===== config.mk =====
export PLATFORM = sky130hd
export DESIGN_NAME = i2s_sample_rx
export DESIGN_NICKNAME = d
export VERILOG_FILES = /design/src/rtl/i2s_pkg.sv /design/src/rtl/i2s_frame_fifo.sv /design/src/rtl/i2s_sample_rx.sv
export SDC_FILE = /design/constraint.sdc
export NUM_CORES = 1
export LEC_CHECK = 0
export CORE_MARGIN = 2
export CORE_UTILIZATION = 50
export CTS_BUF_LIST = sky130_fd_sc_hd__clkbuf_4 sky130_fd_sc_hd__clkbuf_8 sky130_fd_sc_hd__clkbuf_16
export DETAILED_ROUTE_END_ITERATION = 8
export GPL_TIMING_DRIVEN = 1
export HOLD_SLACK_MARGIN = 0.06
export PLACE_DENSITY_LB_ADDON = 0.15
export SLEW_MARGIN = 20
export SYNTH_ARGS = -nofsm -noshare
export SYNTH_HDL_FRONTEND = slang
export SYNTH_SLANG_ARGS = --single-unit
export TNS_END_PERCENT = 10

===== constraint.sdc =====
create_clock -name clk -period 14.5 [get_ports clk]
set_input_delay 3.625 -clock clk [delete_from_list [all_inputs] [get_ports clk]]
set_output_delay 3.625 -clock clk [all_outputs]
set_load 0.05 [all_outputs]

===== src/rtl/i2s_pkg.sv =====
// Shared constants and helpers for the I2S sample receiver.
// Channel encoding follows the word_select line: low selects left, high selects right.
package i2s_pkg;

    localparam int SYNC_STAGES = 2;

    localparam logic CH_LEFT  = 1'b0;
    localparam logic CH_RIGHT = 1'b1;

    // Bits needed to hold a bit count from 0 up to and including num_bits.
    function automatic int count_width(input int num_bits);
        return $clog2(num_bits + 1);
    endfunction

endpackage


===== src/rtl/i2s_frame_fifo.sv =====
// Show-ahead stereo frame FIFO.
// A push that arrives while full is dropped and flagged on overrun, unless a pop frees a slot in the same cycle.
module i2s_frame_fifo #(
    parameter int WIDTH = 48,
    parameter int DEPTH = 4
) (
    input  logic             clk,
    input  logic             rst,
    input  logic             push,
    input  logic [WIDTH-1:0] push_data,
    input  logic             pop_ready,
    output logic [WIDTH-1:0] head_data,
    output logic             valid,
    output logic             overrun
);

    localparam int PTR_W = $clog2(DEPTH);
    localparam int CNT_W = PTR_W + 1;

    logic [WIDTH-1:0] mem_r [DEPTH];
    logic [PTR_W-1:0] wr_ptr_r;
    logic [PTR_W-1:0] rd_ptr_r;
    logic [CNT_W-1:0] count_r;

    logic full_s;
    logic empty_s;
    logic pop_s;
    logic wr_s;

    assign full_s    = (count_r == CNT_W'(DEPTH));
    assign empty_s   = (count_r == {CNT_W{1'b0}});
    assign pop_s     = !empty_s && pop_ready;
    assign wr_s      = push && (!full_s || pop_s);
    assign overrun   = push && full_s && !pop_s;
    assign valid     = !empty_s;
    assign head_data = mem_r[rd_ptr_r];

    // Storage, pointers and occupancy; pointers wrap naturally since DEPTH is a power of two.
    always_ff @(posedge clk or posedge rst) begin
        if (rst) begin
            for (int i = 0; i < DEPTH; i++) begin
                mem_r[i] <= '0;
            end
            wr_ptr_r <= '0;
            rd_ptr_r <= '0;
            count_r  <= '0;
        end else begin
            if (wr_s) begin
                mem_r[wr_ptr_r] <= push_data;
                wr_ptr_r        <= wr_ptr_r + PTR_W'(1);
            end
            if (pop_s) begin
                rd_ptr_r <= rd_ptr_r + PTR_W'(1);
            end
            case ({wr_s, pop_s})
                2'b10:   count_r <= count_r + CNT_W'(1);
                2'b01:   count_r <= count_r - CNT_W'(1);
                default: count_r <= count_r;
            endcase
        end
    end

endmodule


===== src/rtl/i2s_sample_rx.sv =====
// I2S-style receiver: oversamples s_clk/word_select/serial_data in the clk domain,
// deserialises left/right words and queues complete stereo frames behind a valid/ready handshake.
module i2s_sample_rx
    import i2s_pkg::*;
#(
    parameter int NUM_BITS_DAC = 24,
    parameter int FIFO_DEPTH   = 4
) (
    input  logic                    clk,
    input  logic                    rst,
    input  logic                    s_clk,
    input  logic                    word_select,
    input  logic                    serial_data,
    output logic [NUM_BITS_DAC-1:0] sample_left,
    output logic [NUM_BITS_DAC-1:0] sample_right,
    output logic                    sample_valid,
    input  logic                    sample_ready,
    output logic                    overrun,
    output logic                    short_word
);

    localparam int                CNT_W    = count_width(NUM_BITS_DAC);
    localparam logic [CNT_W-1:0]  FULL_CNT = CNT_W'(NUM_BITS_DAC);
    localparam int                FRAME_W  = 2 * NUM_BITS_DAC;

    logic [SYNC_STAGES-1:0]  sclk_sync_r;
    logic [SYNC_STAGES-1:0]  ws_sync_r;
    logic [SYNC_STAGES-1:0]  sd_sync_r;
    logic                    sclk_d_r;

    logic                    rise_s;
    logic                    ws_s;
    logic                    sd_s;
    logic                    ws_edge_s;
    logic                    room_s;

    logic [NUM_BITS_DAC-1:0] shreg_r;
    logic [NUM_BITS_DAC-1:0] shreg_nxt_s;
    logic [NUM_BITS_DAC-1:0] commit_word_s;
    logic [CNT_W-1:0]        count_r;
    logic [CNT_W-1:0]        count_nxt_s;
    logic                    ws_last_r;
    logic                    primed_r;
    logic                    locked_r;

    logic                    commit_valid_r;
    logic                    commit_ch_r;
    logic [NUM_BITS_DAC-1:0] commit_word_r;
    logic                    short_word_r;

    logic [NUM_BITS_DAC-1:0] left_hold_r;
    logic                    have_left_r;
    logic                    push_r;
    logic [FRAME_W-1:0]      frame_r;
    logic [FRAME_W-1:0]      head_s;

    // Two-flop synchronisers plus the delayed s_clk used for rise detection.
    always_ff @(posedge clk or posedge rst) begin
        if (rst) begin
            sclk_sync_r <= '0;
            ws_sync_r   <= '0;
            sd_sync_r   <= '0;
            sclk_d_r    <= 1'b0;
        end else begin
            sclk_sync_r <= {sclk_sync_r[SYNC_STAGES-2:0], s_clk};
            ws_sync_r   <= {ws_sync_r[SYNC_STAGES-2:0], word_select};
            sd_sync_r   <= {sd_sync_r[SYNC_STAGES-2:0], serial_data};
            sclk_d_r    <= sclk_sync_r[SYNC_STAGES-1];
        end
    end

    assign rise_s = sclk_sync_r[SYNC_STAGES-1] & ~sclk_d_r;
    assign ws_s   = ws_sync_r[SYNC_STAGES-1];
    assign sd_s   = sd_sync_r[SYNC_STAGES-1];

    // Next shift-register state: bits beyond NUM_BITS_DAC are dropped, and a committed word is left-aligned.
    always_comb begin
        room_s    = (count_r < FULL_CNT);
        ws_edge_s = primed_r && (ws_s != ws_last_r);
        if (room_s) begin
            shreg_nxt_s = {shreg_r[NUM_BITS_DAC-2:0], sd_s};
            count_nxt_s = count_r + CNT_W'(1);
        end else begin
            shreg_nxt_s = shreg_r;
            count_nxt_s = count_r;
        end
        commit_word_s = shreg_nxt_s << (FULL_CNT - count_nxt_s);
    end

    // Deserialiser; the first rise after reset only records word_select, since there is no earlier word to close.
    always_ff @(posedge clk or posedge rst) begin
        if (rst) begin
            shreg_r        <= '0;
            count_r        <= '0;
            ws_last_r      <= 1'b0;
            primed_r       <= 1'b0;
            locked_r       <= 1'b0;
            commit_valid_r <= 1'b0;
            commit_ch_r    <= 1'b0;
            commit_word_r  <= '0;
            short_word_r   <= 1'b0;
        end else begin
            commit_valid_r <= 1'b0;
            short_word_r   <= 1'b0;
            if (rise_s) begin
                ws_last_r <= ws_s;
                primed_r  <= 1'b1;
                if (ws_edge_s) begin
                    shreg_r        <= '0;
                    count_r        <= '0;
                    commit_valid_r <= locked_r;
                    commit_ch_r    <= ws_last_r;
                    commit_word_r  <= commit_word_s;
                    short_word_r   <= locked_r && (count_nxt_s < FULL_CNT);
                    locked_r       <= 1'b1;
                end else begin
                    shreg_r <= shreg_nxt_s;
                    count_r <= count_nxt_s;
                end
            end
        end
    end

    // Pair a right word with the preceding left word; an unpaired right word is discarded.
    always_ff @(posedge clk or posedge rst) begin
        if (rst) begin
            left_hold_r <= '0;
            have_left_r <= 1'b0;
            push_r      <= 1'b0;
            frame_r     <= '0;
        end else begin
            push_r <= 1'b0;
            if (commit_valid_r) begin
                if (commit_ch_r == CH_LEFT) begin
                    left_hold_r <= commit_word_r;
                    have_left_r <= 1'b1;
                end else begin
                    push_r      <= have_left_r;
                    frame_r     <= {left_hold_r, commit_word_r};
                    have_left_r <= 1'b0;
                end
            end
        end
    end

    i2s_frame_fifo #(
        .WIDTH (FRAME_W),
        .DEPTH (FIFO_DEPTH)
    ) u_fifo (
        .clk       (clk),
        .rst       (rst),
        .push      (push_r),
        .push_data (frame_r),
        .pop_ready (sample_ready),
        .head_data (head_s),
        .valid     (sample_valid),
        .overrun   (overrun)
    );

    assign sample_left  = head_s[FRAME_W-1 -: NUM_BITS_DAC];
    assign sample_right = head_s[NUM_BITS_DAC-1:0];
    assign short_word   = short_word_r;

endmodule


==> out/qor.yml, run 1 <==
floorplanning:
  die_w_um: 179.6
  core_area_mm2: 0.03051
  die_area_mm2: 0.03225
  start_util_pct: 50.52
  die_h_um: 179.6
  rows: 64
  io_pins: 57
clock_tree:
  clock-root-buffer: "clkbuf_16"
  cts_tree: "built"
  cts.reportedPaths.clkPinSlew_ps: 60
  cts_buffers: 38
  postCtsSetupBuffers: 0
  clock_latency_ps: 520
  cts_resized: 0
  holdBufCountCts: 0
  clk_path_buf_depth: 3
  cts_htree_levels: 2
  cts_sinks: 339
power_and_ir_drop:
  combPwrFrac_pct: 19.6
  pwr-share-clk_pct: 38.6
  seqPwrFrac_pct: 41.8
  switching_power_mw: 0.7212
  leakage_nw: 8.516
  ir_drop_mv: 0.09641
  powerDensity_mw_per_mm2: 147.2
  p_sw_share_pct: 27.76
  p_int_mw: 1.877
timing:
  max_freq_ghz: 0.1103
  clock_skew_ps: 12.79
  final.min_clock_period_ps: 9065
  min_period_over_period_pct: 62.52
  setup_viol: 0
  hold_violations: 0
  worst_slew_pin_slew_ps: 1050
  maxSlewHeadroom_pct: 29.81
  rsz0062_at_grt: "no"
  setup-tns-final_ps: 0
  layout_setup_ws_ps: 5435
  report.final.slew_viol_count: 0
logic_synthesis:
  syn_avg_cell_area_um2: 14.50
  yosysWarnings: 0
  yosysTopAreaCellShare_pct: 55.03
  synth_area_mm2: 0.01541
  yosysTopAreaCell: "dfrtp_1"
  yosys_register_bits: 339
  yosys-top-cells-area: "dfrtp_1, mux2_2, mux4_2"
  syn-instance-count: 1063
  synth_edf_count: 0
  ys.flop_type: "dfrtp_1"
  syn_nets: 1077
  async_flop_share_pct: 100.0
  seq_area_frac_synth_pct: 55.03
  ys_types: 49
routing:
  dr.pass1.iters: 4
  dr_wl_met2_um: 13800
  wl_um: 29900
  via_per_inst: 5.785
  drc: 0
  wl_met3_um: 864
  first_iter_violations: 548
  top_layer_used: "met4"
  m1WireLength_um: 14730
  drtAntennaViolNets: 0
  wl_per_cell_um: 19.72
  vias: 8770
setup_path:
  cp-end-kind: "output pin"
  crit_path_top_delay_cell: "clkdlybuf4s50_1"
  crit_family: "buffers and inverters"
  critPathMaxStageDelay_ps: 800
  worstPathBufferInverterCount: 2
  r2r_start: "count_r[4]"
  path_class: "in -> out"
  cp-startpoint: "sample_ready"
  required_ps: 10880
  crit_fanout: 2
  critical_path_arrival_ps: 5440
  crit_path_start_kind: "input port"
  cpMostUsedCell: "clkdlybuf4s50_1"
  crit_chain: "clkdlybuf4s50_1 > nor4b_1 > and2_1 > clkdlybuf4s50_1"
min_path:
  hp-class: "reg -> reg"
  worstHoldStart: "ws_sync_r[0]"
final_layout:
  antenna_cells: 0
  fillCellCount: 2428
  area_delta_synth_final_pct: 14.47
  num-nets-final: 1105
  instances_no_fill: 1516
  drive_above_1_share_pct: 38.48
flow_run:
  cap_violations: 0
grt:
  grt_pass1_vias: 8917
  grt_pass1_wl_um: 49600
  antenna_found_initial: 0
  track_usage_pct: 18.80
  grt_overflow_total: 0
  grt_max_degree: 200
placement:
  post-place-ws_ps: 5428
  place.gp.congestion: 0.8392
  dpl.hpwl_um: 17640
  placed_cells: 1446
  io_buffers: 56
outcome:
  outcome: "complete, no violations"
[power groups by stage]
stage / combinational, mW / clock, mW / sequential [mW]
floorplan: 0.414 / 0 / 1.08
global placement: 0.511 / 0 / 1.10
detailed placement: 0.515 / 0 / 1.10
CTS: 0.516 / 1.03 / 1.09
global route: 0.557 / 1.07 / 1.10
finish: 0.509 / 1.00 / 1.09
[cell usage after synthesis, types with 2 or more instances]
master	instances
buf_1	16
xor2_1	4
a31oi_1	11
inv_1	12
o21ai_1	3
a311oi_1	2
buf_4	3
dfrtp_1	339
nor2b_1	25
nand2b_1	4
and2_1	7
and4b_1	22
o31ai_1	9
o21a_1	3
mux2i_1	36
and3_1	2
a21oi_1	5
a221oi_1	20
nand3_1	3
nor2_1	17
clkbuf_1	38
nand2_1	34
or3_1	4
mux2_2	287
a21o_1	2
mux4_2	48
ha_1	7
nor3_1	5
o21ai_0	10
o22ai_1	11
buf_2	22
xnor2_1	4
a22o_1	32
[through the flow]
| step | total power, mW | hold slack, ps | utilization (%) | cell area [um2] |
|---|---|---|---|---|
| 3_5_place_dp | 1.618 | 340.2 | 53.32 | 16270 |
| 5_1_grt | 2.728 | 365.7 | 57.84 | 17650 |
| 2_1_floorplan | 1.493 | 331.2 | - | 15410 |
| 6_report | 2.598 | 351.2 | 57.84 | 17650 |
| 4_1_cts | 2.632 | 353.4 | 57.75 | 17620 |
| 3_3_place_gp | 1.613 | 333.6 | 53.32 | 16270 |
[worst register-to-register path, cell delays in order, from the launching register on]
cell	delay (ps)
dfrtp_1	980
nand2_1	890
mux2i_1	530
ha_1	350
xnor2_2	220
xor2_2	610
mux2i_1	230
mux2_2	330
mux2_2	290
a22o_1	200
[kinds of logic after synthesis]
family                   share of synthesized area, %
AO/OA/AOI/OAI                                   5.836
AND/OR/NAND/NOR                                 4.805
XOR/XNOR                                       0.8442
buffers and inverters                           2.468
multiplexers                                    30.32
adder cells (fa/ha/maj)                        0.6980
flip-flops                                      55.03
[flip-flops by register name, indices dropped and copies added (netlist names), 2 cells and up]
name,count
frame_r,48
shreg_r,24
sclk_sync_r,2
u_fifo.count_r,3
ws_sync_r,2
count_r,5
u_fifo.mem_r,192
u_fifo.rd_ptr_r,2
u_fifo.wr_ptr_r,2
sd_sync_r,2
left_hold_r,24
commit_word_r,24
[cell type report]
cell class	instances	area (um2)	area share [%]
repair buffers	67	675.6	3.829
well taps	396	495.5	2.808
inverters	12	52.55	0.2978
multi-input cells	633	6584	37.31
flip-flops and latches	339	8487	48.10
clock buffers	59	1182	6.701
clock inverters	10	168.9	0.9572
[layout by cell type (no fill, tap or decap), types with 5 or more instances in the layout]
cell / synthesis / routed
a21oi_1: 5 / 5
a221oi_1: 20 / 20
a22o_1: 32 / 32
a31oi_1: 11 / 11
and2_1: 7 / 7
and4b_1: 22 / 22
buf_4: 3 / 9
clkbuf_16: 0 / 39
clkbuf_4: 0 / 11
clkbuf_8: 0 / 9
clkdlybuf4s50_1: 0 / 56
dfrtp_1: 339 / 336
ha_1: 7 / 7
inv_1: 12 / 11
mux2_2: 287 / 287
mux2i_1: 36 / 36
mux4_2: 48 / 48
nand2_1: 34 / 29
nor2_1: 17 / 17
nor2b_1: 25 / 25
nor3_1: 5 / 5
o21ai_0: 10 / 10
o22ai_1: 11 / 11
o31ai_1: 9 / 9
[path summary, 6_finish.rpt]
check                           slack [ps]  depth (start not counted)           endpoint
max in group asynchronous             9180                          4  u_fifo.mem_r[133]
worst min-delay path                   350                          0       ws_sync_r[1]
worst min register to register         350                          0       ws_sync_r[1]
min in group asynchronous             3690                          2   u_fifo.mem_r[55]
worst max register to register        9760                          9  commit_word_r[13]
worst max-delay path                  5440                          4            overrun
[per-layer routing]
layer	vias to the layer above	track usage (%)
li1	4033	-
met1	4585	28.58
met2	115	28.67
met3	37	2.836
met4	0	4.455
met5	-	0
(Power assumes the default switching activity.)
==> inputs of run 2 (changes only) <==
==> constraint.sdc (replaced) <==
create_clock -name clk -period 7.8 [get_ports clk]
set_input_delay 1.95 -clock clk [delete_from_list [all_inputs] [get_ports clk]]
set_output_delay 1.95 -clock clk [all_outputs]
set_load 0.05 [all_outputs]
==> out/qor.yml, run 2 (same netlist as run 1, synthesis figures left out) <==
outcome:
  outcome: "complete, no violations"  # unchanged
final_layout:
  instances_no_fill: 1508  # was 1516
  drive_above_1_share_pct: 38.13  # was 38.48%
  antenna_cells: 0  # unchanged
  largest_reg_flops: 192  # unchanged
  fillCellCount: 2442  # was 2428
  largest_register: "u_fifo.mem_r"  # unchanged
  num-nets-final: 1103  # was 1105
  register_area_mm2: 0.008487  # unchanged
  mostFrequentLayoutCells: "dfrtp_1, mux2_2, clkdlybuf4s50_1, mux4_2, clkbuf_16"  # unchanged
  area_delta_synth_final_pct: 13.81  # was 14.47%
  multi_input_area_mm2: 0.006581  # was 0.006584 mm2
  final_common_cell: "dfrtp_1"  # unchanged
  largestRegisters: "u_fifo.mem_r: 192 flops, frame_r: 48 flops"  # unchanged
power_and_ir_drop:
  ir_drop_mv: 0.1545  # was 0.09641 mV
  leakage_nw: 8.439  # was 8.516 nW
  powerDensity_mw_per_mm2: 270.8  # was 147.2 mW/mm2
  power_mw: 4.751  # was 2.598 mW
placement:
  io_buffers: 56  # unchanged
  place.gp.congestion: 0.8270  # was 0.8392
  dpl.hpwl_um: 18090  # was 17640 um
  placed_cells: 1447  # was 1446
setup_path:
  cpMostUsedCell: "clkdlybuf4s50_1"  # unchanged
  cp.depth: 4  # unchanged
  critical_path_arrival_ps: 3790  # was 5440 ps
  path_class: "in -> out"  # unchanged
  critPathMaxStageDelay_ps: 800  # about the same
  crit_family: "buffers and inverters"  # unchanged
  crit_path_top_delay_cell: "clkdlybuf4s50_1"  # unchanged
  crit_fanout: 2  # unchanged
  required_ps: 5850  # was 10880 ps
  crit_chain: "clkdlybuf4s50_1 > nor4b_1 > and2_1 > clkdlybuf4s50_1"  # unchanged
  crit_path_start_kind: "input port"  # unchanged
  worstPathBufferInverterCount: 2  # unchanged
  reg2reg_depth: 9  # unchanged
  cp-end-kind: "output pin"  # unchanged
timing:
  final.min_clock_period_ps: 5738
  setup-tns-final_ps: 0  # unchanged
  min_period_over_period_pct: 73.56
  rsz0062_at_grt: "no"  # unchanged
  maxSlewHeadroom_pct: 28.27  # was 29.81%
  worst_slew_pin_slew_ps: 1073  # was 1050 ps
  report.final.slew_viol_count: 0  # unchanged
  clock_skew_ps: 17.74  # was 12.79 ps
  max_freq_ghz: 0.1743
  setup_viol: 0  # unchanged
  hold_violations: 0  # unchanged
floorplanning:
  rows: 64  # unchanged
  io_pins: 57  # unchanged
  die_h_um: 179.6  # unchanged
  core_area_mm2: 0.03051  # unchanged
  die_area_mm2: 0.03225  # unchanged
  start_util_pct: 50.52  # unchanged
  die_w_um: 179.6  # unchanged
routing:
  vias: 8727  # was 8770
  wl_per_cell_um: 19.90  # was 19.72 um
  first_iter_violations: 457  # was 548
  via_per_inst: 5.787  # was 5.785
  dr.pass1.iters: 4  # unchanged
  drc: 0  # unchanged
  wl_um: 30000  # was 29900 um
  drtAntennaViolNets: 0  # unchanged
clock_tree:
  cts_tree: "built"  # unchanged
  holdBufCountCts: 0  # unchanged
  cts_resized: 0  # unchanged
  postCtsSetupBuffers: 0  # unchanged
  cts.reportedPaths.clkPinSlew_ps: 50  # was 60 ps
  clock-root-buffer: "clkbuf_16"  # unchanged
  cts_buffers: 36  # was 38
  cts_sinks: 339  # unchanged
  clk_path_buf_depth: 3  # unchanged
  cts_htree_levels: 2  # unchanged
  clock_latency_ps: 520  # about the same
grt:
  met3_usage_pct: 2.816  # was 2.836%
  grt_pass1_vias: 8829  # was 8917
  use_met1_pct: 28.78  # was 28.58%
  grt_pass1_wl_um: 49470  # was 49600 um
  grt_overflow_total: 0  # unchanged
  gr-max-usage-layer: "met1"  # was met2
  grt_max_degree: 167  # was 200
  use_met2_pct: 28.52  # was 28.67%
  track_usage_pct: 18.79  # was 18.80%
  antenna_found_initial: 0  # unchanged
min_path:
  worstHoldPathCells: 0  # unchanged
  hp-class: "reg -> reg"  # unchanged
flow_run:
  cap_violations: 0  # unchanged
[run 2: final timing paths]
check	start	slack, ps	endpoint
max	sample_ready	2060	overrun
min	ws_sync_r[0]	350	ws_sync_r[1]
max reg2reg	count_r[3]	3030	commit_word_r[22]
min reg2reg	ws_sync_r[0]	350	ws_sync_r[1]
max in group asynchronous	rst	4790	u_fifo.mem_r[111]
min in group asynchronous	rst	1800	u_fifo.wr_ptr_r[0]
[run 2: report_power, final]
part           switching, mW  internal [mW]  leakage (nW)
logic                  0.503          0.405          3.19
clock network          0.680           1.11         0.623
registers              0.159           1.90          4.62
total                   1.34           3.41          8.44
[run 2: stage by stage]
step | hold slack, ps | setup WS (ps) | area, um2 | utilization, %
after floorplan | 331.2 | 1317 | 15420 | -
after global placement | 334.6 | 2071 | 16280 | 53.35
after detailed placement | 341.8 | 2054 | 16280 | 53.35
after CTS | 354.6 | 2053 | 17540 | 57.50
after global routing | 359.1 | 1979 | 17540 | 57.50
final | 351.8 | 2062 | 17540 | 57.50
[run 2: metal layers]
layer	vias up	wire [um]	share of wire, %
met5	-	0	0
met4	0	552	1.8
met3	41	878	2.9
met2	120	13530	45
met1	4558	15040	50
li1	4008	-	-
[run 2: worst register-to-register path, stage by stage, from the launching register on]
cell and delay, ps:
dfrtp_1 1010, nand2_1 930, mux2i_1 510, ha_1 340, xnor2_2 170, xnor2_4 610, mux2i_1 420, mux2i_1 230
mux2_2 330, o22ai_1 150
[run 2: final cells by class]
type                            count  area share [%]
Sequential cell                   339           48.37
Multi-Input combinational cell    633           37.51
Clock buffer                       49           6.176
Timing Repair Buffer               67           3.808
Tap cell                          396           2.824
Clock inverter                     12           1.027
Inverter                           12          0.2781
